`src/rtl/mod10_stopwatch_ctrl_if.sv`:
```
// rtl/mod10_stopwatch_ctrl_if.sv - button inputs and display/status outputs of the stopwatch controller
interface mod10_stopwatch_ctrl_if #(
   parameter int NUM_DIGITS = 4
);
   logic                    start_stop;
   logic                    clear;
   logic                    lap;
   logic [4*NUM_DIGITS-1:0] digits;
   logic [4*NUM_DIGITS-1:0] disp;
   logic                    running;
   logic                    lap_hold;
   logic                    tick;
   logic                    overflow;

   // button/synchroniser side
   modport master (
      output start_stop, clear, lap,
      input  digits, disp, running, lap_hold, tick, overflow
   );

   // stopwatch controller side
   modport slave (
      input  start_stop, clear, lap,
      output digits, disp, running, lap_hold, tick, overflow
   );
endinterface

```
`src/rtl/mod10_stopwatch_ctrl.sv`:
```
// rtl/mod10_stopwatch_ctrl.sv - BCD stopwatch: prescaler, run/pause FSM, decade cascade, lap freeze
module mod10_stopwatch_ctrl #(
   parameter int NUM_DIGITS = 4,
   parameter int TICK_DIV   = 10
) (
   input logic                   clk,
   input logic                   reset,
   mod10_stopwatch_ctrl_if.slave bus
);
   localparam int              PW         = (TICK_DIV > 2) ? $clog2(TICK_DIV) : 1;
   localparam int              DW         = 4*NUM_DIGITS;
   localparam logic [PW-1:0]   PRESC_LAST = PW'(TICK_DIV-1);

   typedef enum logic [1:0] {
      ST_IDLE  = 2'd0,
      ST_RUN   = 2'd1,
      ST_PAUSE = 2'd2
   } state_t;

   state_t          state, state_nxt;
   logic            ss_prev, clr_prev, lap_prev;
   logic            clr_ev, ss_ev, lap_ev;
   logic [PW-1:0]   presc, presc_nxt;
   logic [DW-1:0]   digits_q, digits_nxt;
   logic [DW-1:0]   snap_q, snap_nxt;
   logic [DW-1:0]   digits_inc;
   logic            lap_hold_q, lap_hold_nxt;
   logic            ovf_q, ovf_nxt;
   logic            tick;
   logic            wrap;

   // Rising-edge events, masked so only the highest-priority one survives (clear > start_stop > lap)
   always_comb begin
      clr_ev = bus.clear & ~clr_prev;
      ss_ev  = bus.start_stop & ~ss_prev & ~clr_ev;
      lap_ev = bus.lap & ~lap_prev & ~clr_ev & ~ss_ev;
   end

   assign tick = (state == ST_RUN) && (presc == PRESC_LAST);

   // Decade cascade: digit k advances when tick is high and every lower digit is 9, resolved in one cycle
   always_comb begin
      logic all9;
      digits_inc = digits_q;
      all9       = tick;
      for (int k = 0; k < NUM_DIGITS; k++) begin
         if (all9) begin
            digits_inc[4*k +: 4] = (digits_q[4*k +: 4] == 4'd9) ? 4'd0 : digits_q[4*k +: 4] + 4'd1;
         end
         all9 = all9 && (digits_q[4*k +: 4] == 4'd9);
      end
      wrap = all9;
   end

   // Run/pause sequencing; clear returns to IDLE from any state
   always_comb begin
      state_nxt = state;
      if (clr_ev) begin
         state_nxt = ST_IDLE;
      end else if (ss_ev) begin
         case (state)
            ST_IDLE:  state_nxt = ST_RUN;
            ST_RUN:   state_nxt = ST_PAUSE;
            ST_PAUSE: state_nxt = ST_RUN;
            default:  state_nxt = ST_IDLE;
         endcase
      end
   end

   // Prescaler, digits, lap snapshot and sticky overflow next values
   always_comb begin
      presc_nxt    = presc;
      digits_nxt   = digits_q;
      snap_nxt     = snap_q;
      lap_hold_nxt = lap_hold_q;
      ovf_nxt      = ovf_q;
      if (clr_ev) begin
         presc_nxt    = '0;
         digits_nxt   = '0;
         snap_nxt     = '0;
         lap_hold_nxt = 1'b0;
         ovf_nxt      = 1'b0;
      end else begin
         // a tick on the same edge as a pause request is still counted
         digits_nxt = digits_inc;
         if (wrap) begin
            ovf_nxt = 1'b1;
         end
         case (state)
            ST_RUN: begin
               presc_nxt = (presc == PRESC_LAST) ? '0 : presc + 1'b1;
               if (lap_ev) begin
                  if (lap_hold_q) begin
                     lap_hold_nxt = 1'b0;
                  end else begin
                     lap_hold_nxt = 1'b1;
                     snap_nxt     = digits_q;
                  end
               end
            end
            ST_PAUSE: begin
               // paused: prescaler holds so resume finishes the partial interval; lap only releases
               if (lap_ev) begin
                  lap_hold_nxt = 1'b0;
               end
            end
            default: begin
               presc_nxt = '0;
            end
         endcase
      end
   end

   // State register
   always_ff @(posedge clk or negedge reset) begin
      if (!reset) begin
         state <= ST_IDLE;
      end else begin
         state <= state_nxt;
      end
   end

   // Datapath and edge-detect history registers
   always_ff @(posedge clk or negedge reset) begin
      if (!reset) begin
         ss_prev    <= 1'b0;
         clr_prev   <= 1'b0;
         lap_prev   <= 1'b0;
         presc      <= '0;
         digits_q   <= '0;
         snap_q     <= '0;
         lap_hold_q <= 1'b0;
         ovf_q      <= 1'b0;
      end else begin
         ss_prev    <= bus.start_stop;
         clr_prev   <= bus.clear;
         lap_prev   <= bus.lap;
         presc      <= presc_nxt;
         digits_q   <= digits_nxt;
         snap_q     <= snap_nxt;
         lap_hold_q <= lap_hold_nxt;
         ovf_q      <= ovf_nxt;
      end
   end

   assign bus.digits   = digits_q;
   assign bus.disp     = lap_hold_q ? snap_q : digits_q;
   assign bus.running  = (state == ST_RUN);
   assign bus.lap_hold = lap_hold_q;
   assign bus.tick     = tick;
   assign bus.overflow = ovf_q;
endmodule

```
`src/flat_wrapper.sv`:
```
// flat-port wrapper written by rule: the top's interface ports become plain ports
module mod10_stopwatch_ctrl_flat 
#(
   parameter int NUM_DIGITS = 4,
   parameter int TICK_DIV   = 10
)
  (clk, reset, bus_start_stop, bus_clear, bus_lap, bus_digits, bus_disp, bus_running, bus_lap_hold, bus_tick, bus_overflow);
  mod10_stopwatch_ctrl_if #(.NUM_DIGITS(NUM_DIGITS)) bus_i ();
  input logic clk;
  input logic reset;
  input wire logic [$bits(bus_i.start_stop)-1:0] bus_start_stop;
  input wire logic [$bits(bus_i.clear)-1:0] bus_clear;
  input wire logic [$bits(bus_i.lap)-1:0] bus_lap;
  output wire logic [$bits(bus_i.digits)-1:0] bus_digits;
  output wire logic [$bits(bus_i.disp)-1:0] bus_disp;
  output wire logic [$bits(bus_i.running)-1:0] bus_running;
  output wire logic [$bits(bus_i.lap_hold)-1:0] bus_lap_hold;
  output wire logic [$bits(bus_i.tick)-1:0] bus_tick;
  output wire logic [$bits(bus_i.overflow)-1:0] bus_overflow;
  assign bus_i.start_stop = bus_start_stop;
  assign bus_i.clear = bus_clear;
  assign bus_i.lap = bus_lap;
  assign bus_digits = bus_i.digits;
  assign bus_disp = bus_i.disp;
  assign bus_running = bus_i.running;
  assign bus_lap_hold = bus_i.lap_hold;
  assign bus_tick = bus_i.tick;
  assign bus_overflow = bus_i.overflow;
  mod10_stopwatch_ctrl #(.NUM_DIGITS(NUM_DIGITS), .TICK_DIV(TICK_DIV)) u_core (.clk(clk), .reset(reset), .bus(bus_i));
endmodule
```
`config.mk`:
```
export PLATFORM = sky130hd
export DESIGN_NAME = mod10_stopwatch_ctrl_flat
export DESIGN_NICKNAME = d
export VERILOG_FILES = /design/src/rtl/mod10_stopwatch_ctrl_if.sv /design/src/rtl/mod10_stopwatch_ctrl.sv /design/src/flat_wrapper.sv
export SDC_FILE = /design/constraint.sdc
export NUM_CORES = 1
export LEC_CHECK = 0
export ABC_AREA = 1
export ABC_CLOCK_PERIOD_IN_PS = 1800
export CAP_MARGIN = 15
export CORE_MARGIN = 2
export CORE_UTILIZATION = 28
export CTS_CLUSTER_SIZE = 16
export DETAILED_ROUTE_END_ITERATION = 10
export DONT_BUFFER_PORTS = 1
export SLEW_MARGIN = 20
export SYNTH_ARGS = -nofsm -noshare
export SYNTH_HDL_FRONTEND = slang
export SYNTH_SLANG_ARGS = --single-unit
```
`constraint.sdc`:
```
create_clock -name clk -period 1.8 [get_ports clk]
set_clock_uncertainty 0.05 [all_clocks]
set_input_delay 0.27 -clock clk [delete_from_list [all_inputs] [get_ports clk]]
set_output_delay 0.27 -clock clk [all_outputs]
set_load 0.01 [all_outputs]
```
After elaboration in Yosys (flattened, before gate mapping)
Cells that the tools add are included.

Add/sub/neg operators: 5. Bitwise logic cells: 11. Equality and inequality tests: 10. Muxes and demuxes: 26. Reduce and logical (&&, ||, !) cells: 18.

Operators by type and width (count): $mux W16 (5); $mux W4 (10); $add A4 B1 Y4 const B (5); $eq A4 B4 Y1 const B (5); $reduce_bool A2 Y1 (8); $pmux W4 S2 (1); $and A1 B1 Y1 (6); $mux W1 (6); $ne A3 B1 Y1 const B (2); $logic_and A1 B1 Y1 (5); $not A1 Y1 (5); $mux W2 (2); $pmux W2 S2 (1); $reduce_and A3 Y1 (1); $reduce_bool A3 Y1 (1); $eq A2 B1 Y1 const B (1); $eq A2 B2 Y1 const B (1); $logic_not A2 Y1 (1); $ne A2 B1 Y1 const B (1); $pmux W1 S2 (1); $reduce_and A2 Y1 (1); $reduce_or A2 Y1 (1).

Register bits after elaboration: 43. Output and inout bits: 36. Input port bits: 5. Word-level logic and storage cells: 82.

Longest topological paths before layout
Depth in word-level cells: 9. Gate-level depth with buffers: 8. Mapped depth without buffers: 8.

Worst setup path before layout
No wires, ideal clock.

Path type: reg-to-reg. From: reg u_core.state[1]. To: reg u_core.digits_q[14] (netlist: u_core.bus.digits[14]). Period minus slack after synthesis: 1.556 ns. Library setup time: 0.121 ns. Slack: 0.244 ns. Stages on the path, launching flop included: 8. Arrival time: 1.385 ns. Data required time: 1.629 ns. Path buffers: 0. Path through: dfrtp_1 > inv_1 > ha_1 > nand4_2 > nand2_2 > nand4_4 > nand2_1 > o21ai_1.

Cells in the longest elaborated chain, start to end: 6.

RTL lines: start: declaration (line mod10_stopwatch_ctrl.sv:20) `state_t state, state_nxt;`; start signal: assignment (line mod10_stopwatch_ctrl.sv:119) `state <= state_nxt;`; $eq A2 B1 Y1; named net bus_running (line flat_wrapper.sv:16) `output wire logic [$bits(bus_i.running)-1:0] bus_running;`; $logic_and A1 B1 Y1 (line mod10_stopwatch_ctrl.sv:39) `assign tick = (state == ST_RUN) && (presc == PRESC_LAST);`; $logic_and A1 B1 Y1 (3 in a row) (line mod10_stopwatch_ctrl.sv:50) `all9 = all9 && (digits_q[4*k +: 4] == 4'd9);`; $reduce_bool A2 Y1 (no line); end signal: assignment (line mod10_stopwatch_ctrl.sv:139) `digits_q <= digits_nxt;`; end: declaration (line mod10_stopwatch_ctrl.sv:24) `logic [DW-1:0] digits_q, digits_nxt;`.

The timed path passes the listed nets, and every way through them passes these cells. A chain may end at the register's enable or synchronous reset.

Worst setup path after layout
From: reg u_core.digits_q[12] (netlist: u_core.bus.digits[12]). To: out bus_disp[12].

Cells in the longest elaborated chain, start to end: 1.

RTL lines: $mux W16 (line mod10_stopwatch_ctrl.sv:147) `assign bus.disp = lap_hold_q ? snap_q : digits_q;`; end: declaration (line flat_wrapper.sv:15) `output wire logic [$bits(bus_i.disp)-1:0] bus_disp;`.

No other way between the ends.

==> metrics <==
IO buf count 0; Vias 1,963; multi-input logic area between 0.001 and 0.0015 mm2; number of global-route vias before repair about 1,900; Tmin final about 1.7 ns; Arrival @ worst endpoint around 1.4 ns; first-pass GRT wire length 9380 um; DIE AREA a little over 0.009 mm2; number of synthesized flops with an enable pin 0; XOR/XNOR Fraction of Synth Area under 10%; Hold Slack roughly 0.21 ns; post-route ant nets 0; pin count of the biggest net entering global routing 44; Ant. Diodes 0; Hold Path Sink u_core.state[1]$_DFFE_PN0P_; die width approximately 96 um; area grow syn2layout 20.7%; Synth top cells by count nand2_1 (77), dfrtp_1 (43), inv_1 (28); HP Start bus_start_stop; proportion of synthesized area in mux cells less than 1%; Post-Synthesis Cells approximately 280; layout cells sized above 1 roughly 16%; row cnt 33; Pwr per Cell Area 920 mW/mm2; Post-DP Area around 0.0027 mm2; top-area cell type share of the netlist area around 45%; GRT Residual Overflow 0; CTS Root Cell clkbuf_8; Synth cell types 32; # Post-CTS Setup Buffers 0; FF-to-FF path depth 7; final net count ~330; largest family of logic cells by synthesized area simple AND/OR/NAND/NOR gates; worst r2r dst u_core.bus.digits[14]$_DFFE_PN0P_; Yosys reg bits 43; reg2reg start u_core.bus.digits[9]$_DFFE_PN0P_; core area 0.00822 mm2; TNS Setup 0 ns; adder-cell share of the synthesized area 7.38%; max-capacitance violation count 0; Worst slew margin between 70% and 80%; fin util 34.9%; Syn Nets 302; kind of end point of the critical path output pin; Fmax between 0.5 and 0.6 GHz; Clock Latency Late Sink 0.31 ns; Slew @ Worst Pin ~0.35 ns; CTS tree done; WS Path Type reg2out; Die Y 96.1 um; leakage 1.41 nW; most frequent cell after synthesis nand2_1; endpoints failing hold 0; Inst Count DP between 400 and 500; CTS Buf Count 5; Crit path required time 1.48 ns; register area roughly 0.0011 mm2; 1st-pass router iterations 4; Top FF cell, synth dfrtp_1; initial antenna violation count 0; drt drc 0; Final GP Congestion 0.754; fillers ~860; most area-hungry cell type in the Yosys netlist dfrtp_1; final std cells w/o fill approximately 420; Setup crit start kind register; CP Max Fanout 7; DRT iter0 DRCs 81; Post-Layout Inst Area between 0.002 and 0.003 mm2; worst vdd ir ~0.31 mV; Synth async-reset ratio 100%; Sink Count 43; RSZ-0062 raised after global routing no; placed wire-length estimate between 4000 and 5000 um; IO Count a little over 40; clk buf depth 2; Reg2Reg Setup Slack 0.16 ns; Hold Path Stages 3; gr usage total a little over an eighth; H-tree Lvls 2; Starting Density slightly below 30%; ranking of synthesized cells by area dfrtp_1 (45%), nand2_1 (12%), ha_1 (7.4%), nand3_1 (5.7%), o21ai_0 (5.7%); worst hold path class in2reg; Final period util between 90% and 100%; vias per cell 4.72; outcome finished, final reports clean; routed wire length roughly 5700 um; syn avg cell area about 8.4 um2; drt wl/cell between 10 and 15 um; max-slew violations 0; clock-pin slew on the worst setup and hold paths approximately 0.1 ns; Post-Synth Simple-Gate Area a little over a quarter; Syn Std Cell Area 0.00237 mm2; Synth Area in Compound Gates 9.59%; post-synthesis sequential area ratio between 40% and 50%; setup violators final 0; synth warn 0
==> where the power goes <==
group | switching [mW] | total (mW) | internal [mW] | leakage [nW]
clock | 0.371 | 0.925 | 0.554 | 0.0644
sequential | 0.0839 | 1.11 | 1.03 | 0.584
combinational | 0.363 | 0.600 | 0.238 | 0.758
==> metal layers <==
| layer | GRT usage, % | routed length, um | up-vias |
|---|---|---|---|
| met3 | 4.70 | 404 | 4 |
| met5 | 0 | 0 | - |
| met4 | 2.50 | 24 | 0 |
| li1 | - | - | 982 |
| met1 | 16.9 | 2560 | 928 |
| met2 | 22.2 | 2760 | 49 |
==> per-stage QoR <==
stage | setup slack [ns] | total power, mW
after floorplan | 0.244 | 1.48
after global routing | 0.00669 | 2.79
after global placement | 0.204 | 1.69
after detailed placement | 0.195 | 1.69
after CTS | 0.0271 | 2.65
final | 0.0903 | 2.63
==> how the worst max path moves through the flow <==
stage | from | to | slack, ns | cells after the start
6_report | u_core.bus.digits[12]$_DFFE_PN0P_ | bus_disp[12] | 0.09 | 3
5_1_grt | u_core.bus.digits[12]$_DFFE_PN0P_ | bus_disp[12] | 0.007 | 3
4_1_cts | u_core.bus.digits[3]$_DFFE_PN0P_ | bus_disp[3] | 0.03 | 3
3_5_place_dp | u_core.bus.digits[9]$_DFFE_PN0P_ | u_core.bus.digits[14]$_DFFE_PN0P_ | 0.20 | 7
3_3_place_gp | u_core.bus.digits[9]$_DFFE_PN0P_ | u_core.bus.digits[14]$_DFFE_PN0P_ | 0.20 | 7
2_1_floorplan | u_core.state[1]$_DFFE_PN0P_ | u_core.bus.digits[14]$_DFFE_PN0P_ | 0.24 | 7
==> cells by family after synthesis <==
family	after synthesis
xor gates and xnor gates	7
DFF	43
buffers and inverters	38
muxes	2
adders and majority gates	14
and+or+nand+nor	137
AOI/OAI and AO/OA	42
==> cells in the final DEF (no fill, tap or decap) <==
cell / synthesis / final
o21ai_0: 27 / 23
nand4_1: 5 / 5
dlygate4sd3_1: 0 / 4
o21ai_1: 5 / 9
nand3_1: 27 / 27
ha_1: 14 / 14
nand2_4: 2 / 2
nand4_4: 1 / 2
nand2_1: 77 / 77
a21oi_1: 5 / 5
nor3_1: 6 / 6
o22ai_1: 3 / 3
o211ai_1: 1 / 1
buf_12: 0 / 2
dfrtp_1: 43 / 42
buf_4: 3 / 21
nor2_4: 1 / 1
a21oi_4: 1 / 1
nand3b_1: 1 / 1
clkbuf_8: 0 / 5
inv_2: 1 / 2
or2_2: 1 / 1
xor2_1: 6 / 6
inv_1: 28 / 27
nand2_2: 2 / 2
bufinv_16: 0 / 2
mux2_2: 2 / 2
nor2_2: 1 / 1
dfrtp_2: 0 / 1
nor2_1: 10 / 10
nand3_2: 2 / 2
buf_16: 0 / 1
inv_4: 1 / 1
xnor2_1: 1 / 1
clkinvlp_4: 0 / 1
==> layout make-up <==
cell class	count	area share [%]
well taps	105	4.59
clock buffers	5	2.40
clock inverters	3	2.36
multi-input cells	202	39.8
inverters	30	4.02
flip-flops and latches	43	37.6
repair buffers	28	9.26
==> state kept, by name, indices dropped and copies added, names as in the netlist <==
| signal | flops |
|---|---|
| u_core.bus.digits | 16 |
| u_core.snap_q | 16 |
| u_core.presc | 4 |
| u_core.state | 2 |
| u_core.bus.lap_hold | 1 |
| u_core.bus.overflow | 1 |
| u_core.clr_prev | 1 |
| u_core.lap_prev | 1 |
| u_core.ss_prev | 1 |
==> worst max-delay path, cell delays in order, from the launching register on <==
cell	delay, ns
dfrtp_1	0.56
inv_1	0.12
o21ai_0	0.23
buf_4	0.17
==> repair_timing <==
item	4_1_cts	5_1_grt
gates resized for setup	1	6
setup endpoints to repair	1	5
gates cloned	0	0
endpoints found under the hold margin	46	0
hold buffers	5	0
(Power assumes the default switching activity.)
